<file path="src/rtl/pll_trim_controller_if.sv">
// ----------------------------------------------------------------------------
// pll_trim_controller_if
//   Groups the oscillator-facing signals of the PLL trim controller.
//   osc  : ring-oscillator output, asynchronous to the reference clock
//   div  : target reference-clock cycles per full oscillator period
//   trim : 26-bit thermometer trim code back to the oscillator delay cells
//   master : the side that owns the oscillator and programs div
//   slave  : the trim controller
// ----------------------------------------------------------------------------
interface pll_trim_controller_if;
    logic        osc;
    logic [4:0]  div;
    logic [25:0] trim;

    modport master (
        output osc,
        output div,
        input  trim
    );

    modport slave (
        input  osc,
        input  div,
        output trim
    );
endinterface

</file>
<file path="src/rtl/pll_trim_controller.sv">
// ----------------------------------------------------------------------------
// pll_trim_controller
//   Digital loop controller for a ring-oscillator PLL. Measures each
//   oscillator half-period in reference clocks, compares the last full period
//   with the programmed div and nudges a 7-bit trim accumulator by one per
//   oscillator edge. The accumulator's upper five bits drive a thermometer
//   trim code.
// Ports
//   clock : reference clock, all state updates on its rising edge
//   reset : asynchronous active-low reset, clears all state
//   bus   : slave modport (osc, div in; trim out)
// ----------------------------------------------------------------------------
module pll_trim_controller (
    input  logic                          clock,
    input  logic                          reset,
    pll_trim_controller_if.slave          bus
);

    logic [2:0]  r_oscbuf;   // [0],[1] synchronise osc, [2] is the edge-detect delay
    logic [4:0]  r_count0;   // clocks in the current half-period
    logic [4:0]  r_count1;   // clocks in the previous half-period
    logic [2:0]  r_prep;     // warm-up: all ones once three edges have been seen
    logic [6:0]  r_tval;     // trim accumulator

    logic        w_edge;
    logic [5:0]  w_sum;
    logic [5:0]  w_div_ext;
    logic [6:0]  w_tval_next;

    // Thermometer code: the lowest tint bits set, saturating at all 26 ones.
    function automatic logic [25:0] therm_code(input logic [4:0] tint);
        logic [25:0] code;
        code = 26'd0;
        for (int i = 0; i < 26; i++) begin
            code[i] = (i < int'(tint));
        end
        return code;
    endfunction

    // Both osc polarities produce an event, i.e. one per half-period.
    assign w_edge    = r_oscbuf[2] ^ r_oscbuf[1];
    assign w_sum     = {1'b0, r_count0} + {1'b0, r_count1};
    assign w_div_ext = {1'b0, bus.div};

    // Next accumulator value: only moves on an edge once warm-up has finished.
    always_comb begin
        w_tval_next = r_tval;
        if (w_edge && (r_prep == 3'b111)) begin
            if (w_sum > w_div_ext) begin
                // Period too long: oscillator too slow, speed it up.
                if (r_tval != 7'd127) begin
                    w_tval_next = r_tval + 7'd1;
                end else begin
                    w_tval_next = r_tval;
                end
            end else if (w_sum < w_div_ext) begin
                if (r_tval != 7'd0) begin
                    w_tval_next = r_tval - 7'd1;
                end else begin
                    w_tval_next = r_tval;
                end
            end else begin
                w_tval_next = r_tval;
            end
        end else begin
            w_tval_next = r_tval;
        end
    end

    // Synchroniser, half-period counters, warm-up and accumulator state.
    always_ff @(posedge clock or negedge reset) begin
        if (!reset) begin
            r_oscbuf <= 3'd0;
            r_count0 <= 5'd0;
            r_count1 <= 5'd0;
            r_prep   <= 3'd0;
            r_tval   <= 7'd0;
        end else begin
            r_oscbuf <= {r_oscbuf[1:0], bus.osc};
            r_tval   <= w_tval_next;
            if (w_edge) begin
                r_count1 <= r_count0;
                r_count0 <= 5'd1;
                r_prep   <= {r_prep[1:0], 1'b1};
            end else begin
                // Saturate so a stalled oscillator reads as "very slow".
                if (r_count0 != 5'd31) begin
                    r_count0 <= r_count0 + 5'd1;
                end else begin
                    r_count0 <= r_count0;
                end
            end
        end
    end

    // tval[1:0] is hysteresis only; the trim code follows tval[6:2].
    assign bus.trim = therm_code(r_tval[6:2]);

endmodule

</file>
<file path="src/flat_wrapper.sv">
// flat-port wrapper written by rule: the top's interface ports become plain ports
module pll_trim_controller_flat 
  (clock, reset, bus_osc, bus_div, bus_trim);
  pll_trim_controller_if bus_i ();
  input  logic clock;
  input  logic reset;
  input wire logic [$bits(bus_i.osc)-1:0] bus_osc;
  input wire logic [$bits(bus_i.div)-1:0] bus_div;
  output wire logic [$bits(bus_i.trim)-1:0] bus_trim;
  assign bus_i.osc = bus_osc;
  assign bus_i.div = bus_div;
  assign bus_trim = bus_i.trim;
  pll_trim_controller u_core (.clock(clock), .reset(reset), .bus(bus_i));
endmodule
</file>
<file path="config.mk">
export PLATFORM = sky130hd
export DESIGN_NAME = pll_trim_controller_flat
export DESIGN_NICKNAME = d
export VERILOG_FILES = /design/src/rtl/pll_trim_controller_if.sv /design/src/rtl/pll_trim_controller.sv /design/src/flat_wrapper.sv
export SDC_FILE = /design/constraint.sdc
export NUM_CORES = 1
export LEC_CHECK = 0
export BUFFER_PORTS_ARGS = -buffer_cell sky130_fd_sc_hd__buf_2
export CORE_ASPECT_RATIO = 0.6
export CORE_UTILIZATION = 60
export CTS_BUF_LIST = sky130_fd_sc_hd__clkbuf_4
export CTS_CLUSTER_SIZE = 12
export DETAILED_ROUTE_END_ITERATION = 6
export GPL_TIMING_DRIVEN = 1
export PLACE_DENSITY = 0.9
export SETUP_SLACK_MARGIN = 0.15
export SLEW_MARGIN = 15
export SYNTH_ARGS = -nofsm -noshare
export SYNTH_HDL_FRONTEND = slang
export SYNTH_SLANG_ARGS = --single-unit
</file>
<file path="constraint.sdc">
create_clock -name clock -period 7.2 [get_ports clock]
set_input_delay 1.8 -clock clock [delete_from_list [all_inputs] [get_ports clock]]
set_output_delay 1.8 -clock clock [all_outputs]
set_load 0.05 [all_outputs]
</file>
# Yosys cells after proc, flatten, opt, wreduce, memory -nomap -nowiden
# Index checks and enable logic that the tools add are counted.
word_totals:
  word_cells: 54
  output_inout_bits: 26
  inputBits: 8
  reg_bits: 23
op_classes:
  n_bitwise: 1
  reduce_logical: 6
  n_lt_le_gt_ge: 28
  add_sub_neg: 4
  n_mux: 6
  eq_ne: 4
ops:
  columns: ["cell", "count"]
  rows:
  - ["5-bit < comparator (first input constant)", 10]
  - ["4-bit by 5-bit < comparator with 1-bit output (first input constant)", 8]
  - ["7-bit two-way mux", 4]
  - ["3-bit by 5-bit < comparator with 1-bit output (first input constant)", 4]
  - ["1-bit by 5-bit < comparator with 1-bit output (first input constant)", 2]
  - ["2-bit by 5-bit < comparator with 1-bit output (first input constant)", 2]
  - ["5-bit two-way mux", 2]
  - ["7-bit by 1-bit adder with 7-bit output (second input constant)", 1]
  - ["7-bit inequality test (second input constant)", 1]
  - ["7-bit nonzero test", 1]
  - ["7-bit by 1-bit subtractor with 7-bit output (second input constant)", 1]
  - ["5-bit by 5-bit adder with 6-bit output", 1]
  - ["6-bit by 5-bit greater-than comparator with 1-bit output", 1]
  - ["6-bit by 5-bit < comparator with 1-bit output", 1]
  - ["2-bit nonzero test", 3]
  - ["5-bit by 1-bit adder with 5-bit output (second input constant)", 1]
  - ["5-bit inequality test (second input constant)", 1]
  - ["4-bit AND reduction", 1]
  - ["3-bit == test (second input constant)", 1]
  - ["2-bit inequality test (second input constant)", 1]
  - ["1-bit logical AND", 1]
  - ["1-bit XOR", 1]

# Logic depth before layout (Yosys ltp)
# Gate-level depths: netlist of the first run.
logic_depth:
  ltp_word: 4
  mapped_depth: 17
  mapped_depth_nobuf: 17

# Least setup slack after synthesis of the first run
# No wires, ideal clock.
synth_path:
  kind: "input -> register"
  start: "input bus_div[1]"
  end: "register u_core.r_tval[6]"
  slack_ns: 2.911
  setup_ns: 0.079
  arrival_ns: 4.209
  cell_stages: 13
  n_path_buf: 0
  required_time_ns: 7.121
  path_cell_list: "inv_1 -> ha_1 -> nor2b_1 -> o21ai_0 -> a32oi_1 -> nor2_1 -> ha_1 -> a211oi_1 -> o21bai_1 -> a21oi_1 -> nor2_1 -> o22ai_2 -> xor2_1"
synth_via:
  elab_chain_len: 3
  word_cells_on_any_way: 7
  cone_classes: "order compare: 2; eq/ne: 1; mux: 1; reduce/logical: 3"
synth_lines:
  columns: ["element", "line_no", "source"]
  rows:
  - ["start, declared", "flat_wrapper.sv:8", "input wire logic [$bits(bus_i.div)-1:0] bus_div;"]
  - ["6-bit by 5-bit greater-than comparator with 1-bit output or 6-bit by 5-bit < comparator with 1-bit output (tied branches)", "pll_trim_controller.sv:49, pll_trim_controller.sv:56", null]
  - ["2-bit inequality test (no line) or 2-bit nonzero test (tied branches)", null, null]
  - ["4-bit AND reduction (no line)", null, null]
  - ["end signal, assigned", "pll_trim_controller.sv:80", "r_tval <= w_tval_next;"]
  - ["end, declared", "pll_trim_controller.sv:23", "logic [6:0] r_tval;"]
# Several ways; a longest one is shown, not always the timed one.
# A chain may end at the register's enable or synchronous reset.

# Final worst setup path of the first run
# Ends and elaborated chain as after synthesis.

==> flow_metrics.env, run 1 <==
export IMPL_syn_avg_cell_area_um2=8.85
export IMPL_dp_hpwl_um=2910
export IMPL_antenna_left=0
export IMPL_overflow=0
export IMPL_fmax_mhz=226
export IMPL_slew_viol_final=0
export IMPL_post_dp_cell_area_um2=1940
export IMPL_rrSetupSlack_ns=2.92
export IMPL_clock_latency_ns=0.31
export IMPL_ys_types=36
export IMPL_antenna_found_initial=0
export IMPL_outcome="completed"
export IMPL_setup_tns_final_ns=0
export IMPL_routed_wl_um=3750
export IMPL_wl_per_cell_um=14.0
export IMPL_ctsHoldBuffers=0
export IMPL_cts_buffer_depth=2
export IMPL_hold_depth=0
export IMPL_portBuffers=33
export IMPL_synth_nets=227
export IMPL_fin_nets=257
export IMPL_drive_above_1_share=0.193
export IMPL_grt_max_degree=24
export IMPL_max_cap_violations=0
export IMPL_async_flop_share=1.00
export IMPL_yosysTopAreaCellShare=0.327
export IMPL_synth_seq_cells=23
export IMPL_cts_buffers=3
export IMPL_path_cells="buf_2 -> inv_1 -> ha_1 -> nor2b_1 -> o21ai_0 -> a32oi_1 -> nor2_1 -> ha_1 -> a211oi_1 -> o21bai_1 -> a21oi_1 -> nor2_1 -> o22ai_2 -> xor2_1"
export IMPL_drtIter0Drc=45
export IMPL_setup_viol=0
export IMPL_viasPerCell=5.67
export IMPL_die_width_um=72.0
export IMPL_reg2reg_from="u_core.r_count0[0]$_DFFE_PN0P_"
export IMPL_criticalPathCategory="in -> reg"
export IMPL_crit_arrival_ns=4.67
export IMPL_area_growth_pct=11.4
export IMPL_path_max_fanout=6
export IMPL_cts_root_buf="clkbuf_4"
export IMPL_worstPathRequired_ns=7.44
export IMPL_io_pins=34
export IMPL_drc_errors=0
export IMPL_grt_pass1_vias=1353
export IMPL_clock_sinks=23
export IMPL_synth_top_cells_by_count="nand2_1 (31), dfrtp_1 (23), ha_1 (18), a21oi_1 (14), nor2_1 (13)"
export IMPL_worst_pin_slew_ns=0.778
export IMPL_vias=1519
export IMPL_synthTopCellsByArea="dfrtp_1 (33%), ha_1 (13%), nand2_1 (6.6%), a21oi_1 (4.0%), a21o_1 (3.8%)"
export IMPL_final_cell_area_um2=1960
export IMPL_min_from="u_core.r_oscbuf[0]$_DFF_PN0_"
export IMPL_grt_pass1_wl_um=6080
export IMPL_design_die_area_um2=3160
export IMPL_hold_viol=0
export IMPL_gp_congestion=0.873
export IMPL_yosysSeqAreaShare=0.327
export IMPL_worstHoldEndpoint="u_core.r_oscbuf[1]$_DFF_PN0_"
export IMPL_start_kind="input port"
export IMPL_cts_htree_levels=1
export IMPL_drtPass1Iterations=4
export IMPL_die_h_um=44.0
export IMPL_clock_skew_ns=0.000962
export IMPL_fin_crit_sh=0.616
export IMPL_endpoint_kind="flop"
export IMPL_reg2reg_to="u_core.r_tval[6]$_DFFE_PN0P_"
export IMPL_synth_main_ff_cell="dfrtp_1"
export IMPL_postCtsSetupRepairBufs=0
export IMPL_slew_headroom=0.478
export IMPL_synth_largest_area_cell="dfrtp_1"
export IMPL_cts_tree="yes"
export IMPL_cp_num_buf_inv=2
export IMPL_start_util=0.666
export IMPL_cp_top_family="compound AO/OA/AOI/OAI gates"
export IMPL_yosysMostFrequentCell="nand2_1"
export IMPL_fillers=212
export IMPL_cts_resized=0
export IMPL_fin_crit_ns=4.43
export IMPL_syn_inst=199
export IMPL_core_area_um2=2650
export IMPL_clk_pin_slew_ns=0.12
export IMPL_fp_row_count=14
export IMPL_cpPeakStageDelay_ns=0.42
export IMPL_grt_use_total=0.253
export IMPL_synth_edf_count=0
export IMPL_synth_warnings=0
export IMPL_rr_worst_depth=17
export IMPL_rsz0062_at_grt="no"
export IMPL_antenna_cells=0
export IMPL_syn_area_um2=1760
export IMPL_slowest_stage="nor2_1"
export IMPL_hp_class="reg -> reg"
[metrics by stage]
stage / util / hold slack [ns] / worst slack (ns) / instances
global route: 0.742 / 0.390 / 2.48 / 268
detailed placement: 0.732 / 0.338 / 2.47 / 264
CTS: 0.742 / 0.377 / 2.80 / 268
global placement: 0.732 / 0.348 / 2.58 / 264
finish: 0.742 / 0.373 / 2.77 / 268
floorplan: - / 0.331 / 2.91 / 199
[kinds of logic (layout without fill, tap and decap cells)]
| logic type | after synthesis | after routing | share of synthesized area |
|---|---|---|---|
| xor gates and xnor gates | 14 | 14 | 0.0696 |
| buffers and inverters | 16 | 45 | 0.0405 |
| muxes | 2 | 2 | 0.0114 |
| adders and majority gates | 20 | 20 | 0.151 |
| AOI/OAI and AO/OA | 55 | 55 | 0.202 |
| and+or+nand+nor | 69 | 69 | 0.199 |
| DFF | 23 | 23 | 0.327 |
[routing by layer]
layer	GRT usage	vias to the layer above	wire length (µm)
li1	-	760	-
met1	0.376	704	1910
met2	0.389	51	1570
met3	0.0488	4	243
met4	0.0549	0	28
met5	0	-	0
[state kept, by name, indices dropped and copies added (netlist names)]
signal,count
u_core.r_tval,7
u_core.r_count0,5
u_core.r_count1,5
u_core.r_prep,3
u_core.r_oscbuf,3
[cell usage in the layout (no fill, tap or decap), types with 2 or more instances in the layout]
cell type  count
xnor2_1        7
a211oi_1       3
clkbuf_4       3
buf_2         33
inv_1          8
and3_1         2
a21oi_1       14
o22ai_1       10
a21o_1         9
or4_4          2
nand2b_1       6
dfrtp_1       23
nand3_1        3
ha_1          18
xor2_1         7
mux2i_1        2
nor2_1        13
o21ai_0        6
nor2b_1        6
a21boi_0       2
nand2_1       31
fa_1           2
o21bai_1       5
[layout make-up]
type / instances / area [µm²] / share of cell area
Clock buffer: 3 / 22.5 / 0.0115
Inverter: 8 / 30.0 / 0.0153
Multi-Input combinational cell: 160 / 1110 / 0.568
Timing Repair Buffer: 33 / 165 / 0.0841
Sequential cell: 23 / 576 / 0.293
Tap cell: 40 / 50.0 / 0.0255
Clock inverter: 1 / 5.00 / 0.00255
[worst max path at each step]
stage	start	endpoint	slack, ns	cells after the start
floorplan	bus_div[1]	u_core.r_tval[6]$_DFFE_PN0P_	2.91	13
global placement	bus_div[1]	u_core.r_tval[6]$_DFFE_PN0P_	2.58	14
detailed placement	bus_div[1]	u_core.r_tval[6]$_DFFE_PN0P_	2.47	14
CTS	bus_div[1]	u_core.r_tval[6]$_DFFE_PN0P_	2.80	14
global route	bus_div[1]	u_core.r_tval[6]$_DFFE_PN0P_	2.48	14
finish	bus_div[1]	u_core.r_tval[6]$_DFFE_PN0P_	2.77	14
Power of run 1 is left out: the tool's default activity adds up to more than one toggle a clock period on the data nets, which glitch-free logic cannot reach.
==> run 2, diff against run 1 <==
--- a/config.mk
+++ b/config.mk
@@ -7,12 +7,12 @@
 export LEC_CHECK = 0
 export BUFFER_PORTS_ARGS = -buffer_cell sky130_fd_sc_hd__buf_2
 export CORE_ASPECT_RATIO = 0.6
-export CORE_UTILIZATION = 60
+export CORE_UTILIZATION = 52
 export CTS_BUF_LIST = sky130_fd_sc_hd__clkbuf_4
 export CTS_CLUSTER_SIZE = 12
 export DETAILED_ROUTE_END_ITERATION = 6
 export GPL_TIMING_DRIVEN = 1
-export PLACE_DENSITY = 0.9
+export PLACE_DENSITY = 0.83
 export SETUP_SLACK_MARGIN = 0.15
 export SLEW_MARGIN = 15
 export SYNTH_ARGS = -nofsm -noshare
==> constraint.sdc (replaced) <==
create_clock -name clock -period 3.72 [get_ports clock]
set_input_delay 0.93 -clock clock [delete_from_list [all_inputs] [get_ports clock]]
set_output_delay 0.93 -clock clock [all_outputs]
set_load 0.05 [all_outputs]
==> run 2 against run 1 <==
  * Final cell count up 5.6%
  * Via count up 5.1%
  * Routed wire length rose by 9.2%
  * First-iteration DRC count rose to 2.6 times the previous value
  * Register-to-register slack worse by 2.9 ns
  * Flip-flop and latch count is the same
  * Die area is 15% higher
  * Core utilization down 3.3 points
  * Worst hold slack got worse by 0.011 ns
  * Sequential share of layout area shrank 2.6 points
  * Design area increased by 9.9%
  * Critical endpoint unchanged
  * Largest cell class unchanged
  * Highest routed layer unchanged
==> flow_metrics.env, run 2 (synthesis results as in run 1) <==
export IMPL_cp_num_buf_inv=1
export IMPL_slowest_stage="dfrtp_1"
export IMPL_ctsHoldBuffers=0
export IMPL_hp_class="reg -> reg"
export IMPL_antenna_left=0
export IMPL_placedCellCount=271
export IMPL_routed_wl_um=4100
export IMPL_core_area_um2=3040
export IMPL_rsz0062_at_grt="yes"
export IMPL_start_kind="flop"
export IMPL_antenna_cells=0
export IMPL_fin_crit_ns=3.69
export IMPL_path_cells="ha_2 -> fa_2 -> a21o_1 -> a21oi_2 -> xnor2_1 -> ha_1 -> and3_4 -> o21ai_4 -> a32oi_4 -> nor2_4 -> buf_6 -> ha_4 -> a211oi_2 -> o21bai_1 -> a21oi_2 -> nor2_1 -> o22ai_2 -> xor2_1"
export IMPL_die_h_um=47.1
export IMPL_setup_tns_final_ns=0
export IMPL_start_util=0.579
export IMPL_crit_arrival_ns=3.94
export IMPL_clock_skew_ns=0.00523
export IMPL_largest_registers="u_core.r_tval: 7 flops, u_core.r_count0: 5 flops, u_core.r_count1: 5 flops"
export IMPL_grt_use_total=0.237
export IMPL_path_max_fanout=6
export IMPL_wl_per_cell_um=14.5
export IMPL_antenna_found_initial=0
export IMPL_endpoint_kind="flop"
export IMPL_clock_latency_ns=0.32
export IMPL_gp_congestion=0.942
export IMPL_overflow=0
export IMPL_fillers=233
export IMPL_dp_hpwl_um=3010
export IMPL_vias=1597
export IMPL_clock_sinks=23
export IMPL_fmax_mhz=271
export IMPL_top_register="u_core.r_tval"
export IMPL_drtPass1Iterations=4
export IMPL_post_route_util=0.709
export IMPL_cp_top_family="compound AO/OA/AOI/OAI gates"
export IMPL_layout_commonest_cell="buf_2"
export IMPL_drtIter0Drc=117
export IMPL_cts_htree_levels=1
export IMPL_cts_buffer_depth=2
export IMPL_drc_errors=0
export IMPL_fin_nets=270
export IMPL_worst_pin_slew_ns=0.837
export IMPL_cts_root_buf="clkbuf_4"
export IMPL_cts_tree="yes"
export IMPL_viasPerCell=5.64
export IMPL_cts_buffers=3
export IMPL_crit_top_cell="a21oi_2"
export IMPL_slew_viol_final=0
export IMPL_largest_reg_flops=7
export IMPL_fp_row_count=15
export IMPL_drive_above_1_share=0.295
export IMPL_worstPathRequired_ns=3.97
export IMPL_area_growth_pct=22.4
export IMPL_setup_viol=0
export IMPL_io_pins=34
export IMPL_max_cap_violations=0
export IMPL_grt_max_degree=24
export IMPL_dpl_worst_slack_ns=-0.100
export IMPL_clk_pin_slew_ns=0.13
export IMPL_design_die_area_um2=3630
export IMPL_die_width_um=77.1
export IMPL_stdcell_count=283
export IMPL_portBuffers=33
export IMPL_criticalPathCategory="reg -> reg"
export IMPL_hold_viol=0
export IMPL_fin_crit_sh=0.993
export IMPL_outcome="completed"
export IMPL_layout_common_cells="buf_2 (33), nand2_1 (31), dfrtp_1 (23)"
export IMPL_slew_headroom=0.440
export IMPL_grt_pass1_wl_um=6530
export IMPL_worst_slack_ns=0.0274
export IMPL_cpPeakStageDelay_ns=0.42
export IMPL_grt_pass1_vias=1379
==> run 2: cell types whose count changed in the layout (fill, tap and decap cells not counted), moves of 2 or more <==
cell / previous run / this run
a21oi_2: 0 / 4
fa_2: 0 / 2
ha_1: 18 / 16
a211oi_1: 3 / 1
buf_4: 0 / 12
a211oi_2: 0 / 2
a21oi_1: 14 / 10
fa_1: 2 / 0
o21ai_0: 6 / 4
==> run 2: final timing paths <==
kind,startpoint,endpoint,slack (ns),cells past startpoint
max,u_core.r_count0[0]$_DFFE_PN0P_,u_core.r_tval[6]$_DFFE_PN0P_,0.03,18
min,u_core.r_oscbuf[0]$_DFF_PN0_,u_core.r_oscbuf[1]$_DFF_PN0_,0.36,0
max reg2reg,u_core.r_count0[0]$_DFFE_PN0P_,u_core.r_tval[6]$_DFFE_PN0P_,0.03,18
min reg2reg,u_core.r_oscbuf[0]$_DFF_PN0_,u_core.r_oscbuf[1]$_DFF_PN0_,0.36,0
max in group asynchronous,reset,u_core.r_count0[1]$_DFFE_PN0P_,2.81,1
min in group asynchronous,reset,u_core.r_tval[1]$_DFFE_PN0P_,0.57,1
==> run 2: worst register-to-register path, stage by stage (launching register included) <==
cell and delay, ns:
dfrtp_1 0.42, ha_2 0.19, fa_2 0.34, a21o_1 0.21
a21oi_2 0.15, xnor2_1 0.09, ha_1 0.32, and3_4 0.23
o21ai_4 0.07, a32oi_4 0.24, nor2_4 0.11, buf_6 0.13
ha_4 0.23, a211oi_2 0.22, o21bai_1 0.13, a21oi_2 0.17
nor2_1 0.07, o22ai_2 0.15, xor2_1 0.16
==> run 2: final cells by class <==
type	count	area, µm²	area share
multi-input combinational	160	1200	0.557
clock inverter	1	7.51	0.00348
inverter	8	30.0	0.0139
clock buffer	3	22.5	0.0104
tap	42	52.6	0.0244
timing repair buffer	46	267	0.124
sequential	23	576	0.267
==> run 2: timing repair <==
action / 4_1_cts / 5_1_grt
setup endpoints to repair: 4 / 4
pin swaps: 17 / 17
buffers inserted: 5 / 3
gates resized for setup: 7 / 4
==> run 2: through the flow <==
stage	cell area, µm²	hold slack, ns
floorplan	1800	0.331
global placement	2020	0.333
detailed placement	2020	0.336
CTS	2120	0.366
global route	2160	0.381
finish	2160	0.362
==> run 2: layer usage <==
| metal | track usage | part of all wire |
|---|---|---|
| met5 | 0 | 0 |
| met4 | 0.0453 | 0.0022 |
| met3 | 0.0583 | 0.078 |
| met2 | 0.359 | 0.44 |
| met1 | 0.349 | 0.48 |
Power of run 2 is left out for the same reason.
